`config.mk`:
```
export PLATFORM = sky130hd
export DESIGN_NAME = alsu_arbiter_flat
export DESIGN_NICKNAME = d
export VERILOG_FILES = /design/src/rtl/alsu_pkg.sv /design/src/rtl/alsu_arbiter_if.sv /design/src/rtl/alsu_rr_arb.sv /design/src/rtl/alsu_arbiter.sv /design/src/flat_wrapper.sv
export SDC_FILE = /design/constraint.sdc
export NUM_CORES = 1
export LEC_CHECK = 0
export ABC_AREA = 1
export CORE_ASPECT_RATIO = 0.5
export CORE_MARGIN = 3
export CORE_UTILIZATION = 35
export CTS_CLUSTER_DIAMETER = 150
export DETAILED_ROUTE_END_ITERATION = 10
export GPL_TIMING_DRIVEN = 0
export PLACE_DENSITY = 0.72
export SKIP_LAST_GASP = 1
export SYNTH_ARGS = -nofsm -noshare
export SYNTH_HDL_FRONTEND = slang
export SYNTH_HIERARCHICAL = 1
export SYNTH_SLANG_ARGS = --single-unit
```
`constraint.sdc`:
```
create_clock -name clk -period 2 [get_ports clk]
set_clock_uncertainty 0.15 [all_clocks]
set_input_delay 0.4 -clock clk [delete_from_list [all_inputs] [get_ports clk]]
set_output_delay 0.4 -clock clk [all_outputs]
set_load 0.05 [all_outputs]
```
`src/rtl/alsu_pkg.sv`:
```
// Shared definitions for the ALSU arbiter: command layout, NOP encoding,
// FSM states and the command legality check.
package alsu_pkg;

  localparam int CMD_W = 16;

  // Field offsets inside the packed command, MSB first:
  // {opcode[2:0], A[2:0], B[2:0], cin, red_op_A, red_op_B, bypass_A, bypass_B, direction, serial_in}
  localparam int OPC_LSB   = 13;
  localparam int A_LSB     = 10;
  localparam int B_LSB     = 7;
  localparam int CIN_BIT   = 6;
  localparam int RED_A_BIT = 5;
  localparam int RED_B_BIT = 4;
  localparam int BYP_A_BIT = 3;
  localparam int BYP_B_BIT = 2;
  localparam int DIR_BIT   = 1;
  localparam int SER_BIT   = 0;

  // opcode 0 with A=B=0 drives the ALSU output to zero
  localparam logic [CMD_W-1:0] ALSU_NOP = '0;

  typedef enum logic [2:0] {
    IDLE  = 3'd0,
    ISSUE = 3'd1,
    WAIT  = 3'd2,
    CAPT  = 3'd3,
    RESP  = 3'd4
  } state_t;

  function automatic logic alsu_cmd_invalid(input logic [CMD_W-1:0] cmd);
    logic [2:0] opc;
    logic       any_red;
    opc     = cmd[OPC_LSB +: 3];
    any_red = cmd[RED_A_BIT] | cmd[RED_B_BIT];
    return !cmd[BYP_A_BIT] && !cmd[BYP_B_BIT] &&
           ((opc[2] & opc[1]) || (any_red && (opc[2] | opc[1])));
  endfunction

endpackage

```
`src/rtl/alsu_arbiter_if.sv`:
```
// Request/response bus between the two requesters and the ALSU arbiter.
// Handshake: a transfer happens in a cycle where valid and ready are both high;
// the source holds its payload stable while valid is high and not yet accepted.
interface alsu_arbiter_if;

  logic [1:0]                    req_valid;
  logic [1:0]                    req_ready;
  logic [2*alsu_pkg::CMD_W-1:0]  req_cmd;
  logic                          rsp_valid;
  logic                          rsp_ready;
  logic                          rsp_id;
  logic signed [5:0]             rsp_data;
  logic                          rsp_err;

  modport master (
    output req_valid, req_cmd, rsp_ready,
    input  req_ready, rsp_valid, rsp_id, rsp_data, rsp_err
  );

  modport slave (
    input  req_valid, req_cmd, rsp_ready,
    output req_ready, rsp_valid, rsp_id, rsp_data, rsp_err
  );

endinterface

```
`src/rtl/alsu_rr_arb.sv`:
```
// Two-way round-robin arbiter: on contention the requester not granted last wins.
module alsu_rr_arb (
  input  logic [1:0] req,
  input  logic       last_grant,
  input  logic       en,
  output logic [1:0] grant,
  output logic       grant_id
);

  always_comb begin
    grant    = 2'b00;
    grant_id = 1'b0;
    if (en && (req != 2'b00)) begin
      if (req == 2'b11) grant_id = ~last_grant;
      else              grant_id = req[1];
      grant[grant_id] = 1'b1;
    end
  end

endmodule

```
`src/rtl/alsu_arbiter.sv`:
```
// Shares one ALSU between two requesters: grants a command, issues it for a
// single cycle, waits out the ALSU pipeline and returns the tagged result.
module alsu_arbiter
  import alsu_pkg::*;
#(
  parameter int ALSU_LAT = 2
) (
  input  logic              clk,
  input  logic              rst,
  alsu_arbiter_if.slave     bus,
  output logic [CMD_W-1:0]  alsu_cmd,
  input  logic signed [5:0] alsu_out,
  output logic              busy,
  output logic [7:0]        ops_done,
  output state_t            dbg_state
);

  localparam int CNT_W = (ALSU_LAT > 1) ? $clog2(ALSU_LAT) : 1;

  state_t           state, state_nxt;
  logic [1:0]       grant;
  logic             grant_id;
  logic             accept;
  logic             last_grant;
  logic             pend_id;
  logic             pend_err;
  logic [CNT_W-1:0] cnt;
  logic [CMD_W-1:0] win_cmd;

  // Arbitration is only live in IDLE and never while reset is asserted,
  // so a requester is never told it was accepted by a cycle that gets discarded.
  alsu_rr_arb u_arb (
    .req        (bus.req_valid),
    .last_grant (last_grant),
    .en         ((state == IDLE) && !rst),
    .grant      (grant),
    .grant_id   (grant_id)
  );

  assign bus.req_ready = grant;
  assign accept        = |grant;
  assign win_cmd       = grant_id ? bus.req_cmd[2*CMD_W-1:CMD_W] : bus.req_cmd[CMD_W-1:0];
  assign busy          = (state != IDLE);
  assign dbg_state     = state;

  always_ff @(posedge clk) begin
    if (rst) state <= IDLE;
    else     state <= state_nxt;
  end

  always_comb begin
    state_nxt = state;
    case (state)
      IDLE:    if (accept) state_nxt = ISSUE;
      ISSUE:   state_nxt = (ALSU_LAT > 1) ? WAIT : CAPT;
      WAIT:    if (cnt == CNT_W'(1)) state_nxt = CAPT;
      CAPT:    state_nxt = RESP;
      RESP:    if (bus.rsp_ready) state_nxt = IDLE;
      default: state_nxt = IDLE;
    endcase
  end

  always_ff @(posedge clk) begin
    if (rst) begin
      last_grant   <= 1'b1;
      alsu_cmd     <= ALSU_NOP;
      pend_id      <= 1'b0;
      pend_err     <= 1'b0;
      cnt          <= '0;
      bus.rsp_valid <= 1'b0;
      bus.rsp_id   <= 1'b0;
      bus.rsp_data <= '0;
      bus.rsp_err  <= 1'b0;
      ops_done     <= 8'd0;
    end else begin
      case (state)
        IDLE: begin
          if (accept) begin
            alsu_cmd   <= win_cmd;
            pend_id    <= grant_id;
            pend_err   <= alsu_cmd_invalid(win_cmd);
            last_grant <= grant_id;
          end
        end
        ISSUE: begin
          // the command is presented for exactly one cycle; NOP keeps the ALSU quiet
          alsu_cmd <= ALSU_NOP;
          cnt      <= CNT_W'(ALSU_LAT - 1);
        end
        WAIT: cnt <= cnt - CNT_W'(1);
        CAPT: begin
          bus.rsp_valid <= 1'b1;
          bus.rsp_data  <= alsu_out;
          bus.rsp_id    <= pend_id;
          bus.rsp_err   <= pend_err;
        end
        RESP: begin
          if (bus.rsp_ready) begin
            bus.rsp_valid <= 1'b0;
            ops_done      <= ops_done + 8'd1;
          end
        end
        default: ;
      endcase
    end
  end

endmodule

```
`src/flat_wrapper.sv`:
```
// flat-port wrapper written by rule: the top's interface ports become plain ports
module alsu_arbiter_flat import alsu_pkg::*;
#(
  parameter int ALSU_LAT = 2
)
  (clk, rst, alsu_cmd, alsu_out, busy, ops_done, dbg_state, bus_req_valid, bus_req_cmd, bus_rsp_ready, bus_req_ready, bus_rsp_valid, bus_rsp_id, bus_rsp_data, bus_rsp_err);
  alsu_arbiter_if bus_i ();
  input  logic clk;
  input  logic rst;
  output logic [CMD_W-1:0] alsu_cmd;
  input  logic signed [5:0] alsu_out;
  output logic busy;
  output logic [7:0] ops_done;
  output state_t dbg_state;
  input wire logic [$bits(bus_i.req_valid)-1:0] bus_req_valid;
  input wire logic [$bits(bus_i.req_cmd)-1:0] bus_req_cmd;
  input wire logic [$bits(bus_i.rsp_ready)-1:0] bus_rsp_ready;
  output wire logic [$bits(bus_i.req_ready)-1:0] bus_req_ready;
  output wire logic [$bits(bus_i.rsp_valid)-1:0] bus_rsp_valid;
  output wire logic [$bits(bus_i.rsp_id)-1:0] bus_rsp_id;
  output wire logic [$bits(bus_i.rsp_data)-1:0] bus_rsp_data;
  output wire logic [$bits(bus_i.rsp_err)-1:0] bus_rsp_err;
  assign bus_i.req_valid = bus_req_valid;
  assign bus_i.req_cmd = bus_req_cmd;
  assign bus_i.rsp_ready = bus_rsp_ready;
  assign bus_req_ready = bus_i.req_ready;
  assign bus_rsp_valid = bus_i.rsp_valid;
  assign bus_rsp_id = bus_i.rsp_id;
  assign bus_rsp_data = bus_i.rsp_data;
  assign bus_rsp_err = bus_i.rsp_err;
  alsu_arbiter #(.ALSU_LAT(ALSU_LAT)) u_core (.clk(clk), .rst(rst), .bus(bus_i), .alsu_cmd(alsu_cmd), .alsu_out(alsu_out), .busy(busy), .ops_done(ops_done), .dbg_state(dbg_state));
endmodule
```
After elaboration in Yosys (flattened, before gate mapping)
Index checks and enable logic that the tools add are counted.
- register bits after elaboration: 40
- bits of input ports: 43
- output and inout port bits: 39
- word-level logic and storage cells: 65
- $add $sub $neg: 2
- $lt $le $gt $ge: 2
- equality and inequality tests: 8
- mux-type cells: 16
- bitwise logic cells: 4
- reductions and logical operators: 22
- operators by type and width (cell ; number):
    $mux W16 ; 2
    $pmux W16 S2 ; 1
    $pmux W3 S5 ; 1
    $mux W3 ; 3
    $add A8 B1 Y8 const B ; 1
    $reduce_and A2 Y1 ; 4
    $reduce_bool A2 Y1 ; 4
    $eq A3 B2 Y1 const B ; 2
    $logic_and A1 B1 Y1 ; 6
    $mux W1 ; 5
    $ne A2 B1 Y1 const B ; 2
    $pmux W1 S2 ; 2
    $eq A3 B1 Y1 const B ; 1
    $eq A3 B3 Y1 const B ; 1
    $logic_not A1 Y1 ; 3
    $logic_not A3 Y1 ; 1
    $reduce_and A3 Y1 ; 1
    $reduce_bool A3 Y1 ; 1
    $eq A2 B2 Y1 const B ; 1
    $lt A1 B2 Y1 const B ; 1
    $mux W2 ; 1
    $ne A2 B2 Y1 const B ; 1
    $or A1 B1 Y1 ; 2
    $reduce_or A2 Y1 ; 1
    6 further kinds ; 6

Depth between registers and ports, before layout
- word-level depth: 12
- gate-level depth with buffers: 13
- depth with buffers taken out: 12

Modules after synthesis
The synthesis kept the hierarchy.
- by module, submodules not included (module ; instances ; cells an instance ; area each (um^2) ; sequential area each (um^2)):
    alsu_arbiter ; 1 ; 261 ; 1815.5 ; 800.8
    alsu_rr_arb ; 1 ; 6 ; 28.8 ; 0.0

Worst setup path before layout
No wires, ideal clock.
- path type: register -> register
- start: register u_core.state[0], in the netlist u_core/dbg_state[0]
- end: register u_core.alsu_cmd[0]
- setup time: 0.070 ns
- arrival time: 2.879 ns
- slack: -1.099 ns
- stages on the path, launching flop included: 11
- path through: dfxtp_1 -> nor2_4 -> nand2_4 -> nor2_1 -> nand2_1 -> a21oi_1 -> inv_1 -> a21oi_4 -> buf_6 -> nand2_1 -> a21oi_1
- word-level cells in the longest chain between the ends: 7
- elaborated cells on any way between the ends: 13
- those cells by class: eq/ne: 2; mux: 5; reduce/logical: 6
- RTL lines (what ; RTL line ; text):
    start, declared ; alsu_arbiter.sv:20 ; state_t state, state_nxt;
    start signal, assigned ; alsu_arbiter.sv:48 ; else state <= state_nxt;
    $logic_not A3 Y1 ; alsu_arbiter.sv:35 ; .en ((state == IDLE) && !rst),
    $logic_and A1 B1 Y1 ; alsu_arbiter.sv:35 ;
    $logic_and A1 B1 Y1 ; alsu_rr_arb.sv:13 ; if (en && (req != 2'b00)) begin
    $mux W2 ; alsu_rr_arb.sv:13 ;
    net bus_req_ready[0] ; flat_wrapper.sv:18 ; output wire logic [$bits(bus_i.req_ready)-1:0] bus_req_ready;
    $reduce_or A2 Y1 ; alsu_arbiter.sv:41 ; assign accept = |grant;
    $ne A2 B1 Y1 (no source line) ; n/a ;
    $reduce_and A2 Y1 (no source line) ; n/a ;
    end signal, assigned ; alsu_arbiter.sv:79 ; alsu_cmd <= win_cmd;
    end, declared ; alsu_arbiter.sv:11 ; output logic [CMD_W-1:0] alsu_cmd,
The timed path passes the listed nets, and every way through them passes these cells. The select of a mux whose other input is x is not followed.
A chain may end at the register's enable or synchronous reset.

Worst setup path after layout
- start: register u_core.state[2], in the netlist u_core/dbg_state[2]
- end: output port bus_req_ready[0]
- word-level cells in the longest chain between the ends: 4
- RTL lines (what ; RTL line):
    $logic_not A3 Y1 ; alsu_arbiter.sv:35
    $logic_and A1 B1 Y1 ; alsu_arbiter.sv:35
    $logic_and A1 B1 Y1 ; alsu_rr_arb.sv:13
    $mux W2 ; alsu_rr_arb.sv:13
    end, declared ; flat_wrapper.sv:18
No other way between the ends.

==> impl_metrics.py <==
metrics = {
    "floorplan": {
        "die_w_microns": 109,
        "core_area_sq_um": 4720,
        "start_util_pct": 39.1,
        "ios": 82,
        "die_area_sq_um": 6230,
        "rows": 17,
        "die-height_microns": 57.3,
    },
    "synthesis": {
        "muxShareOfSynthArea_pct": 0,
        "synthSimpleGateAreaFrac_pct": 35.8,
        "synth_cell_types": 26,
        "syn_avg_cell_area_sq_um": 6.91,
        "synth_top_family_by_area": "simple AND/OR/NAND/NOR gates",
        "postSynthNetCount": 311,
        "async_flop_share_pct": 0,
        "ys.flop_type": "dfxtp_1",
        "synth_edf_count": 0,
        "synth-adder-area-share_pct": 0.678,
        "yosysSeqAreaShare_pct": 43.4,
        "synth-compound-area-share_pct": 12.6,
        "synth_cells": 267,
        "synthXorXnorAreaFrac_pct": 0.950,
        "synth_area_sq_um": 1840,
        "synth_warnings": 6,
        "ys_ff_latch": 40,
    },
    "flow_run": {
        "cap_violations": 0,
    },
    "critical_path": {
        "slowest_stage": "dfxtp_4",
        "critPathLaunchType": "flop",
        "path_cells": "nor2_4 > nand2_8 > nor2_4 > buf_6 > nand2_4 > a21oi_4 > buf_6",
        "worstPathRequired_ns": 1.45,
        "slowest_delay_ns": 0.37,
        "worst_setup_path_end_kind": "primary output",
        "arrival_ns": 1.50,
        "critPathKind": "reg -> out",
        "crit_fanout": 4,
    },
    "cts": {
        "cts_buffers": 5,
        "tritoncts": "done",
        "cts_buffer_depth": 2,
        "clk_latency_ns": 0.29,
        "cts_root_buffer": "clkbuf_8",
        "cts_htree_levels": 2,
        "ctsHoldBuffers": 0,
        "path_clk_slew_ns": 0.08,
        "clock_sinks": 40,
    },
    "final_layout": {
        "fin_area_sq_um": 3100,
        "drive_above_1_share_pct": 18.3,
        "layout_commonest_cell": "nand2_1",
        "multiInputGateArea_sq_um": 1000,
        "area_growth_pct": 68.0,
        "final_cell_mix": "85 x nand2_1, 41 x clkdlybuf4s50_1, 37 x dfxtp_1",
        "final_nets": 415,
        "final.fill_count": 410,
        "fin_util_pct": 65.6,
        "seqCellArea_sq_um": 810,
        "antenna_cells": 0,
    },
    "drt": {
        "drtIter0Drc": 119,
        "dr.pass1.iters": 4,
        "drc_errors": 0,
        "top_layer": "met4",
        "met2_length_microns": 2820,
        "avgRoutedWirePerCell_microns": 13.1,
        "ant_nets": 0,
        "viasPerCell": 4.82,
        "num_vias": 2112,
        "wirelength_met1_microns": 2410,
        "wl_microns": 5730,
        "dr_wl_met3_microns": 441,
    },
    "timing": {
        "max_freq_ghz": 0.487,
        "setup_viol": 4,
        "hold_violations": 0,
        "drv_slew": 0,
        "worst_pin_slew_ns": 0.575,
        "finalCritPeriodShare_pct": 103,
        "relSlewSlack_pct": 61.6,
        "grt_setup_unrepaired": "true",
        "min_period_ns": 2.05,
        "layout_setup_ws_ns": -0.0516,
        "whs_ns": 0.269,
    },
    "global_routing": {
        "grt_overflow_total": 0,
        "grt_util_all_layers_pct": 17.5,
        "grt_max_degree": 14,
        "antenna_found_initial": 0,
        "grt_pass1_vias": 1935,
        "grt_pass1_wl_microns": 8630,
    },
    "status": {
        "violations": "setup timing",
        "status": "complete, but fails checks",
    },
    "placed_design": {
        "hpwl_microns": 3980,
        "postPlaceCellArea_sq_um": 2770,
        "gp_congestion": 0.783,
        "io_buffers": 80,
        "place_ws_ns": -0.668,
    },
    "power_and_ir_drop": {
        "powerDensity_nw_per_um2": 1060,
        "leakagePower_nw": 1.63,
        "peakVddDrop_mv": 0.444,
    },
    "worst_hold_path": {
        "hp-class": "in -> reg",
    },
}
## worst max-delay path, delay by kind of cell (launching register included)
kind	cells	cell delay [ns]
compound gates	1	0.16
simple gates	4	0.39
flops	1	0.37
buf+inv	2	0.30
## metal layers
| layer | vias to the layer above | GRT usage, % |
|---|---|---|
| met5 | - | 0 |
| met4 | 0 | 7.01 |
| met3 | 7 | 4.75 |
| met2 | 66 | 29.7 |
| met1 | 968 | 21.2 |
| li1 | 1071 | - |
## power breakdown
group / internal [mW] / switching, mW
registers: 0.941 / 0.0896
logic: 0.652 / 1.08
clock network: 0.243 / 0.281
total: 1.84 / 1.45
## cell type report
type                            count  share of cell area, %
Buffer                             12                   2.83
Clock inverter                      3                  0.606
Multi-Input combinational cell    200                   32.4
Clock buffer                        5                   2.22
Sequential cell                    40                   26.1
Tap cell                           66                   2.67
Inverter                           15                   1.94
Timing Repair Buffer               97                   31.2
## per-stage QoR
step	total power, mW	setup TNS (ns)	instances
2_1_floorplan	2.08	-1.47	267
3_3_place_gp	2.53	-6.10	413
3_5_place_dp	2.56	-6.75	413
4_1_cts	3.12	-0.222	426
5_1_grt	3.47	-1.44	438
6_report	3.28	-0.139	438
## cell usage after synthesis, types with 2 or more instances
cell,number,area share (%)
inv_2,2,0.41
nand2_1,92,19
a21oi_1,30,8.1
buf_2,4,1.1
nor2_1,27,5.5
o21ai_0,10,2.7
clkbuf_1,4,0.81
nand4_1,3,1.0
nand3_1,25,6.8
buf_4,2,0.81
dfxtp_1,40,43
nor3_1,2,0.54
inv_1,13,2.6
## flip-flops by register name (all words and copies together) (netlist names), 3 cells and up
| name | cells |
|---|---|
| u_core/alsu_cmd | 16 |
| u_core/ops_done | 8 |
| u_core/dbg_state | 3 |
| u_core/bus.rsp_data | 6 |
## cell families (layout without fill, tap and decap cells)
logic type | after synthesis | after routing
and+or+nand+nor | 155 | 155
AOI/OAI and AO/OA | 42 | 42
DFF | 40 | 40
buffers and inverters | 27 | 132
xor gates and xnor gates | 2 | 2
adders and majority gates | 1 | 1
## worst paths after layout
path	cells past startpoint	slack, ns	startpoint	endpoint
max reg2reg	13	-0.01	u_core/dbg_state[2]	u_core/pend_err
min reg2reg	2	0.32	u_core/bus.rsp_valid	u_core/bus.rsp_valid
max	7	-0.05	u_core/dbg_state[2]	bus_req_ready[0]
min	2	0.27	rst	u_core/alsu_cmd[4]
## what timing repair did
| item | CTS | global route |
|---|---|---|
| gates resized for setup | 37 | 45 |
| setup endpoints to repair | 38 | 36 |
| setup buffers | 5 | 10 |
| hold endpoints to repair | 0 | 0 |
| cloned | 0 | 2 |
| pin swaps | 3 | 18 |
(Power assumes the default switching activity.)
